`src/rtl/spi_reg_bank.sv`:
```
// -----------------------------------------------------------------------------
// spi_reg_bank
//   SPI mode-0 peripheral with a small register bank. All logic runs on clk;
//   the SPI pins are asynchronous and pass through SYNC_STAGES-deep
//   synchronisers before any use.
//
//   Frame (MSB first): RW (1=write, 0=read), ADDR_W address bits, DATA_W data.
//   Writes commit only on chip-select release after exactly FRAME_W bits.
//   Reads return a snapshot of the addressed register on cipo, one bit per
//   falling sclk, starting right after the last address bit.
//
// Ports
//   clk        in   system clock
//   rst_n      in   asynchronous active-low reset
//   ncs        in   SPI chip select (active low, async)
//   sclk       in   SPI clock (async)
//   copi       in   SPI host->peripheral data (async)
//   cipo       out  SPI peripheral->host data
//   cipo_oe    out  pad enable for cipo, high while selected
//   regs_out   out  register contents, reg k at [k*DATA_W +: DATA_W]
//   wr_strobe  out  1-cycle pulse on bit k when reg k is written
//   frame_err  out  1-cycle pulse when a frame is discarded
//
// Handshake: there is no valid/ready flow control; the host owns timing and
// must hold sclk high and low for at least SYNC_STAGES+2 clk periods each.
// -----------------------------------------------------------------------------
module spi_reg_bank #(
   parameter int NUM_REGS    = 5,
   parameter int DATA_W      = 8,
   parameter int ADDR_W      = 7,
   parameter int SYNC_STAGES = 2
) (
   input  logic                       clk,
   input  logic                       rst_n,
   input  logic                       ncs,
   input  logic                       sclk,
   input  logic                       copi,
   output logic                       cipo,
   output logic                       cipo_oe,
   output logic [NUM_REGS*DATA_W-1:0] regs_out,
   output logic [NUM_REGS-1:0]        wr_strobe,
   output logic                       frame_err
);

   localparam int FRAME_W = 1 + ADDR_W + DATA_W;
   // Counter must hold FRAME_W+1, the saturating overrun marker.
   localparam int CNT_W   = $clog2(FRAME_W + 2);

   localparam logic [CNT_W-1:0]  CNT_FULL = CNT_W'(FRAME_W);
   localparam logic [CNT_W-1:0]  CNT_OVER = CNT_W'(FRAME_W + 1);
   localparam logic [CNT_W-1:0]  CNT_ADDR = CNT_W'(ADDR_W);
   localparam logic [ADDR_W-1:0] ADDR_LIM = ADDR_W'(NUM_REGS);

   typedef enum logic [1:0] {
      ST_IDLE = 2'd0,
      ST_ADDR = 2'd1,
      ST_DATA = 2'd2
   } state_t;

   // Synchronisers: bit 0 is the first stage, bit SYNC_STAGES-1 the last.
   logic [SYNC_STAGES-1:0] ncs_sync_q,  ncs_sync_d;
   logic [SYNC_STAGES-1:0] sclk_sync_q, sclk_sync_d;
   logic [SYNC_STAGES-1:0] copi_sync_q, copi_sync_d;

   state_t                            state_q, state_d;
   logic [FRAME_W-1:0]                shift_q, shift_d;
   logic [CNT_W-1:0]                  bit_cnt_q, bit_cnt_d;
   logic [DATA_W-1:0]                 rd_q, rd_d;
   logic                              cipo_q, cipo_d;
   logic [NUM_REGS-1:0][DATA_W-1:0]   regs_q, regs_d;
   logic [NUM_REGS-1:0]               wr_strobe_q, wr_strobe_d;
   logic                              frame_err_q, frame_err_d;

   logic              ncs_s, copi_s;
   logic              ncs_rise, ncs_fall, sclk_rise, sclk_fall;
   logic              frame_rw;
   logic [ADDR_W-1:0] frame_addr;
   logic [DATA_W-1:0] frame_data;
   logic [ADDR_W-1:0] addr_now;
   logic [DATA_W-1:0] rd_lookup;

   assign ncs_s     = ncs_sync_q[SYNC_STAGES-1];
   assign copi_s    = copi_sync_q[SYNC_STAGES-1];
   assign ncs_rise  =  ncs_sync_q[SYNC_STAGES-2]  & ~ncs_sync_q[SYNC_STAGES-1];
   assign ncs_fall  = ~ncs_sync_q[SYNC_STAGES-2]  &  ncs_sync_q[SYNC_STAGES-1];
   assign sclk_rise =  sclk_sync_q[SYNC_STAGES-2] & ~sclk_sync_q[SYNC_STAGES-1];
   assign sclk_fall = ~sclk_sync_q[SYNC_STAGES-2] &  sclk_sync_q[SYNC_STAGES-1];

   // Fields of a completed frame, valid when bit_cnt_q == FRAME_W.
   assign frame_rw   = shift_q[FRAME_W-1];
   assign frame_addr = shift_q[FRAME_W-2 -: ADDR_W];
   assign frame_data = shift_q[DATA_W-1:0];

   // Address as it will stand after the bit being shifted in now; used to
   // snapshot read data on the same edge that completes the address.
   assign addr_now = {shift_q[ADDR_W-2:0], copi_s};

   always_comb begin
      rd_lookup = '0;
      for (int k = 0; k < NUM_REGS; k++) begin
         if (addr_now == ADDR_W'(k)) rd_lookup = regs_q[k];
      end
   end

   always_comb begin
      ncs_sync_d  = {ncs_sync_q[SYNC_STAGES-2:0],  ncs};
      sclk_sync_d = {sclk_sync_q[SYNC_STAGES-2:0], sclk};
      copi_sync_d = {copi_sync_q[SYNC_STAGES-2:0], copi};

      state_d     = state_q;
      shift_d     = shift_q;
      bit_cnt_d   = bit_cnt_q;
      rd_d        = rd_q;
      cipo_d      = cipo_q;
      regs_d      = regs_q;
      wr_strobe_d = '0;
      frame_err_d = 1'b0;

      if (ncs_rise) begin
         // Deselect dominates any sclk edge in the same cycle.
         state_d   = ST_IDLE;
         bit_cnt_d = '0;
         cipo_d    = 1'b0;
         if (bit_cnt_q == CNT_FULL) begin
            if (frame_rw) begin
               if (frame_addr < ADDR_LIM) begin
                  for (int k = 0; k < NUM_REGS; k++) begin
                     if (frame_addr == ADDR_W'(k)) begin
                        regs_d[k]      = frame_data;
                        wr_strobe_d[k] = 1'b1;
                     end
                  end
               end else begin
                  frame_err_d = 1'b1;
               end
            end
         end else if (bit_cnt_q != '0) begin
            frame_err_d = 1'b1;
         end
      end else if (ncs_fall) begin
         // Frame start; a coincident sclk edge is deliberately dropped.
         state_d   = ST_ADDR;
         shift_d   = '0;
         bit_cnt_d = '0;
         cipo_d    = 1'b0;
      end else if (!ncs_s && state_q != ST_IDLE) begin
         if (sclk_rise) begin
            if (bit_cnt_q < CNT_FULL) begin
               shift_d   = {shift_q[FRAME_W-2:0], copi_s};
               bit_cnt_d = bit_cnt_q + CNT_W'(1);
               if (state_q == ST_ADDR && bit_cnt_q == CNT_ADDR) begin
                  state_d = ST_DATA;
                  rd_d    = rd_lookup;
               end
            end else begin
               bit_cnt_d = CNT_OVER;
            end
         end else if (sclk_fall && state_q == ST_DATA) begin
            cipo_d = rd_q[DATA_W-1];
            rd_d   = {rd_q[DATA_W-2:0], 1'b0};
         end
      end
   end

   always_ff @(posedge clk or negedge rst_n) begin
      if (!rst_n) begin
         ncs_sync_q  <= '1;
         sclk_sync_q <= '0;
         copi_sync_q <= '0;
         state_q     <= ST_IDLE;
         shift_q     <= '0;
         bit_cnt_q   <= '0;
         rd_q        <= '0;
         cipo_q      <= 1'b0;
         regs_q      <= '0;
         wr_strobe_q <= '0;
         frame_err_q <= 1'b0;
      end else begin
         ncs_sync_q  <= ncs_sync_d;
         sclk_sync_q <= sclk_sync_d;
         copi_sync_q <= copi_sync_d;
         state_q     <= state_d;
         shift_q     <= shift_d;
         bit_cnt_q   <= bit_cnt_d;
         rd_q        <= rd_d;
         cipo_q      <= cipo_d;
         regs_q      <= regs_d;
         wr_strobe_q <= wr_strobe_d;
         frame_err_q <= frame_err_d;
      end
   end

   assign cipo      = cipo_q;
   assign cipo_oe   = ~ncs_s;
   assign regs_out  = regs_q;
   assign wr_strobe = wr_strobe_q;
   assign frame_err = frame_err_q;

endmodule
```
`config.mk`:
```
export PLATFORM = sky130hd
export DESIGN_NAME = spi_reg_bank
export DESIGN_NICKNAME = d
export VERILOG_FILES = /design/src/rtl/spi_reg_bank.sv
export SDC_FILE = /design/constraint.sdc
export NUM_CORES = 1
export LEC_CHECK = 0
export ABC_CLOCK_PERIOD_IN_PS = 2100
export CORE_MARGIN = 2
export CORE_UTILIZATION = 34
export CTS_CLUSTER_SIZE = 30
export DETAILED_ROUTE_END_ITERATION = 6
export HOLD_SLACK_MARGIN = 0.02
export PLACE_DENSITY = 0.68
export SYNTH_ARGS = -nofsm -noshare
export SYNTH_HDL_FRONTEND = slang
export SYNTH_SLANG_ARGS = --single-unit
```
`constraint.sdc`:
```
create_clock -name clk -period 2.1 [get_ports clk]
set_input_delay 0.42 -clock clk [delete_from_list [all_inputs] [get_ports clk]]
set_output_delay 0.42 -clock clk [all_outputs]
set_load 0.02 [all_outputs]
```
== Word level (Yosys, flattened, before mapping) ==
Cells that the tools add are included.
Widths: inputs -> output; s select.
Word-level totals
  register bits: 84
  output and inout port bits: 48
Cells by class
  $add $sub $neg: 1
  bitwise operators: 10
  reduce and logical (&&, ||, !) cells: 27
  equality and inequality tests: 15
  $lt $le $gt $ge: 2
  mux-type cells: 43
Operator list (number)
  $mux 8: 9
  $mux 16: 4
  $mux 5: 9
  $eq 7x2->1 const B: 4
  $reduce_and 5->1: 5
  $mux 1: 15
  $reduce_bool 3->1: 5
  $eq 7x1->1 const B: 2
  $eq 7x3->1 const B: 2
  $logic_not 7->1: 2
  $mux 2: 6
  $reduce_bool 2->1: 5
  $reduce_and 4->1: 2
  $lt 7x3->1 const B: 1
  $not 1->1: 6
  $reduce_and 6->1: 1
  $add 5x1->5 const B: 1
  $eq 5x3->1 const B: 1
  $eq 5x5->1 const B: 1
  $lt 5x5->1 const B: 1
  $reduce_bool 5->1: 1
  $and 1x1->1: 4
  $ne 2x1->1 const B: 2
  $logic_and 1x1->1: 3
  6 further kinds: 6

== Longest topological paths before layout ==
  word-level depth: 9
  depth in mapped cells: 7
  mapped depth without buffers: 6

== Worst setup path after synthesis ==
OpenSTA, ideal clock, no wires.
  path type: register to register
  start: reg ncs_sync_q[1]
  end: reg regs_q, in the netlist regs_out[24]
  stages on the path, launching flop included: 8
  library setup time: 125 ps
  required time: 1975 ps
  buffers on the path: 1
  path slack: -45 ps
  arrival time: 2021 ps
  cell sequence: dfstp_2 -> inv_1 -> ha_1 -> nand3_1 -> nor4_4 -> and3_1 -> buf_4 -> mux2_2
On the way
  word-level cells in the longest chain between the ends: 3
RTL lines
  from (decl): line 61  | logic [SYNC_STAGES-1:0] ncs_sync_q, ncs_sync_d;
  from (signal assigned): line 179  | ncs_sync_q <= ncs_sync_d;
  $not 1->1
  named net cipo_oe: line 39  | output logic cipo_oe,
  $and 1x1->1: line 84  | assign ncs_rise = ncs_sync_q[SYNC_STAGES-2] & ~ncs_sync_q[SYNC_STAGES-1];
  $reduce_and 5->1 (no line)
  to (signal assigned): line 187  | regs_q <= regs_d;
  to (decl): line 70  | logic [NUM_REGS-1:0][DATA_W-1:0] regs_q, regs_d;
The timed path passes the listed nets, and every way through them passes these cells.
A chain may end at the register's enable or synchronous reset.

== Worst setup path after layout ==
  start: reg shift_q[13]
  end: reg regs_q, in the netlist regs_out[31]
On the way
  word-level cells in the longest chain between the ends: 2
RTL lines
  from (decl): line 66  | logic [FRAME_W-1:0] shift_q, shift_d;
  from (signal assigned): line 183  | shift_q <= shift_d;
  $lt 7x3->1 / $eq 7x2->1 (equally long branches): line 126, 128
  $reduce_and 5->1 (no line) *
Mark *: on every way between the ends. The rest lies on a longest branch, timed or not.

==> impl_metrics.json <==
{
  "cts_root_buffer": "clkbuf_8",
  "vias_per_cell": 5.180,
  "fillerInstances": 1002,
  "worstSetupPathType": "reg -> reg",
  "synth_warnings": 0,
  "clock-sinks": 84,
  "wl_per_cell_um": 16.70,
  "fin_util_pct": 45.62,
  "fin_crit_sh_pct": 98.90,
  "layout_min_cycle_time_ns": 2.077,
  "start_kind": "register",
  "dp_slack_ns": -0.008090,
  "clk_latency_ns": 0.36,
  "cpMaxStageDelayCell": "or4_4",
  "crit_path_end_kind": "register",
  "dpl.hpwl_um": 6550,
  "synth_simple_gate_area_share_pct": 12.50,
  "finClkSkew_ns": 0.009239,
  "cp_num_buf_inv": 1,
  "synth.yosys.seq_area_share_pct": 55.31,
  "start_util_pct": 34.95,
  "yosys.area.top_type_share_pct": 53.93,
  "antennaDiodeCount": 0,
  "slew_violations": 0,
  "htree_levels": 3,
  "multi_input_area_um2": 1633,
  "gp_congestion": 0.8383,
  "startpoint": "shift_q[13]",
  "p_leak_nw": 2.301,
  "grt_pass1_vias": 2796,
  "cts_tree": "done",
  "core_area_um2": 10890,
  "avgSynthCellArea_um2": 11.82,
  "path_cells": "or4_4 -> nor4_4 -> and3_1 -> buf_6 -> mux2_2",
  "power_density_nw_per_um2": 742.7,
  "synth_top_family_by_area": "multiplexers",
  "first_pass_iters": 4,
  "grt_pass1_wl_um": 14720,
  "ir_worst_vdd_uv": 351.5,
  "dp.cells": 528,
  "drc": 0,
  "wirelength_um": 9167,
  "antenna_left": 0,
  "hold_path_class": "reg -> reg",
  "seqCellArea_um2": 2105,
  "numCtsBuffers": 9,
  "arrival_ns": 2.32,
  "synthesis.nets": 331,
  "layout_common_cells": "dfrtp_1 (82), clkdlybuf4s50_1 (51), mux2_2 (47)",
  "synth_xor_area_share_pct": 0,
  "finalHoldViolCount": 0,
  "worst_ep_required_time_ns": 2.34,
  "rows": 38,
  "synth.largest_area_cell": "dfrtp_1",
  "antenna_found_initial": 0,
  "clockBufferDepth": 2,
  "via_count": 2844,
  "port_buffers": 52,
  "grt_overflow_total": 0,
  "worstPathMaxFanout": 8,
  "crit_family": "simple AND/OR/NAND/NOR gates",
  "drive_above_1_share_pct": 27.63,
  "fin_setup_tns_ns": 0,
  "max_freq_mhz": 481.5,
  "fp.dieW_um": 109.8,
  "status": "finished clean",
  "drt_iter0_markers": 100,
  "reg2reg_from": "shift_q[13]",
  "setup_ws_ns": 0.02310,
  "yosys-top-cells-area": "dfrtp_1 (54%), mux2_2 (15%), o21ai_0 (3.6%)",
  "path_clk_slew_ns": 0.09,
  "die_area_um2": 12050,
  "synthAdderAreaFrac_pct": 1.315,
  "netlist_area_um2": 3805,
  "min-delay-start": "copi_sync_q[0]",
  "synth.mux.area_fraction_pct": 15.09,
  "final_cells": 549,
  "rsz0062_at_grt": "true",
  "fp.dieH_um": 109.8,
  "max-cap-violations": 0,
  "grt_max_degree": 38,
  "layout_commonest_cell": "dfrtp_1",
  "critPathMaxStageDelay_ns": 0.56,
  "timing.slew.headroom_pct": 67.77,
  "synth_compound_area_share_pct": 13.02,
  "worst_pin_slew_ns": 0.4834,
  "grt_use_total_pct": 16.17,
  "synth.distinct_cells": 49,
  "finalSetupViolCount": 0,
  "syn_inst": 322,
  "fin_nets": 413,
  "ys_ff_latch": 84,
  "io_pins": 53,
  "syn2layout_area_growth_pct": 30.55
}
[layout make-up]
class / count / area share [%]
inverter: 12 / 0.9068
timing repair buffer: 86 / 16.20
tap: 140 / 3.526
multi-input combinational: 211 / 32.87
sequential: 84 / 42.37
clock buffer: 9 / 2.494
clock inverter: 7 / 1.637
[Yosys cell counts, drive strengths merged]
master	instances
dfrtp	82
clkbuf	13
nand4	1
o21ba	1
a31oi	6
clkinv	1
nand3	6
nand2b	16
a41oi	1
o22ai	2
nor2b	4
o41a	1
buf	2
a221oi	1
nor2	6
nor4	2
dfstp	2
o41ai	1
nand2	29
nor3	3
o32a	6
and2	1
a32oi	6
inv	11
a21oi	5
o211ai	2
and3	2
o211a	1
o31ai	3
o21a	6
a21boi	3
ha	4
and3b	1
or4	2
a21bo	1
o21ai	27
or3b	1
nor3b	3
or3	2
mux4	1
nand3b	2
or2	1
nor4bb	1
mux2	49
nor4b	1
[power breakdown]
group          switching [mW]  total, mW  leakage [nW]  internal [mW]
combinational           0.342      0.632          1.06          0.290
sequential              0.120       1.87          1.14           1.75
clock                   0.626       1.19         0.101          0.566
[worst reg2reg max path, stage by stage (launching register included)]
cell and delay (ns):
dfrtp_1 0.39, or4_4 0.56, nor4_4 0.31, and3_1 0.21
buf_6 0.15, mux2_2 0.35
[path summary, 6_finish.rpt]
path / endpoint / slack (ns) / depth (start not counted)
setup / recovery: regs_out[31] / 0.02 / 5
hold / removal: copi_sync_q[1] / 0.36 / 0
setup reg to reg: regs_out[31] / 0.02 / 5
hold reg to reg: copi_sync_q[1] / 0.36 / 0
max in group asynchronous: ncs_sync_q[1] / 0.93 / 3
min in group asynchronous: copi_sync_q[0] / 0.55 / 2
[per-layer routing]
layer / GRT usage (%) / share of wire [%] / vias up
li1: - / - / 1333
met1: 21.95 / 45 / 1444
met2: 25.37 / 49 / 57
met3: 4.209 / 4.6 / 10
met4: 4.882 / 1.3 / 0
met5: 0 / 0 / -
[registers in the layout (all words and copies together), names as in the netlist]
| name | count |
|---|---|
| bit_cnt_q | 5 |
| cipo | 1 |
| copi_sync_q | 2 |
| frame_err | 1 |
| ncs_sync_q | 2 |
| rd_q | 8 |
| regs_out | 40 |
| sclk_sync_q | 2 |
| shift_q | 16 |
| state_q | 2 |
| wr_strobe | 5 |
[stage by stage]
stage / instance area [µm²] / power [mW] / hold slack (ns)
6_report: 4967 / 3.689 / 0.3634
5_1_grt: 4967 / 3.877 / 0.3743
4_1_cts: 4902 / 3.712 / 0.3717
3_5_place_dp: 4683 / 2.514 / 0.3490
3_3_place_gp: 4683 / 2.492 / 0.3387
2_1_floorplan: 3811 / 2.243 / 0.1244
[cell families after synthesis]
logic type / Yosys count
adder cells (fa/ha/maj): 4
AND/OR/NAND/NOR: 84
buffers and inverters: 27
AO/OA/AOI/OAI: 73
multiplexers: 50
flip-flops: 84
[repair_timing]
| item | 4_1_cts | 5_1_grt |
|---|---|---|
| setup buffers | 0 | 4 |
| setup endpoints to repair | 16 | 33 |
| cloned | 0 | 0 |
| pin swaps | 0 | 2 |
| gates resized for setup | 1 | 7 |
| endpoints found under the hold margin | 15 | 0 |
| hold buffers | 1 | 0 |
No activity file was read; power rests on OpenSTA's default activity.
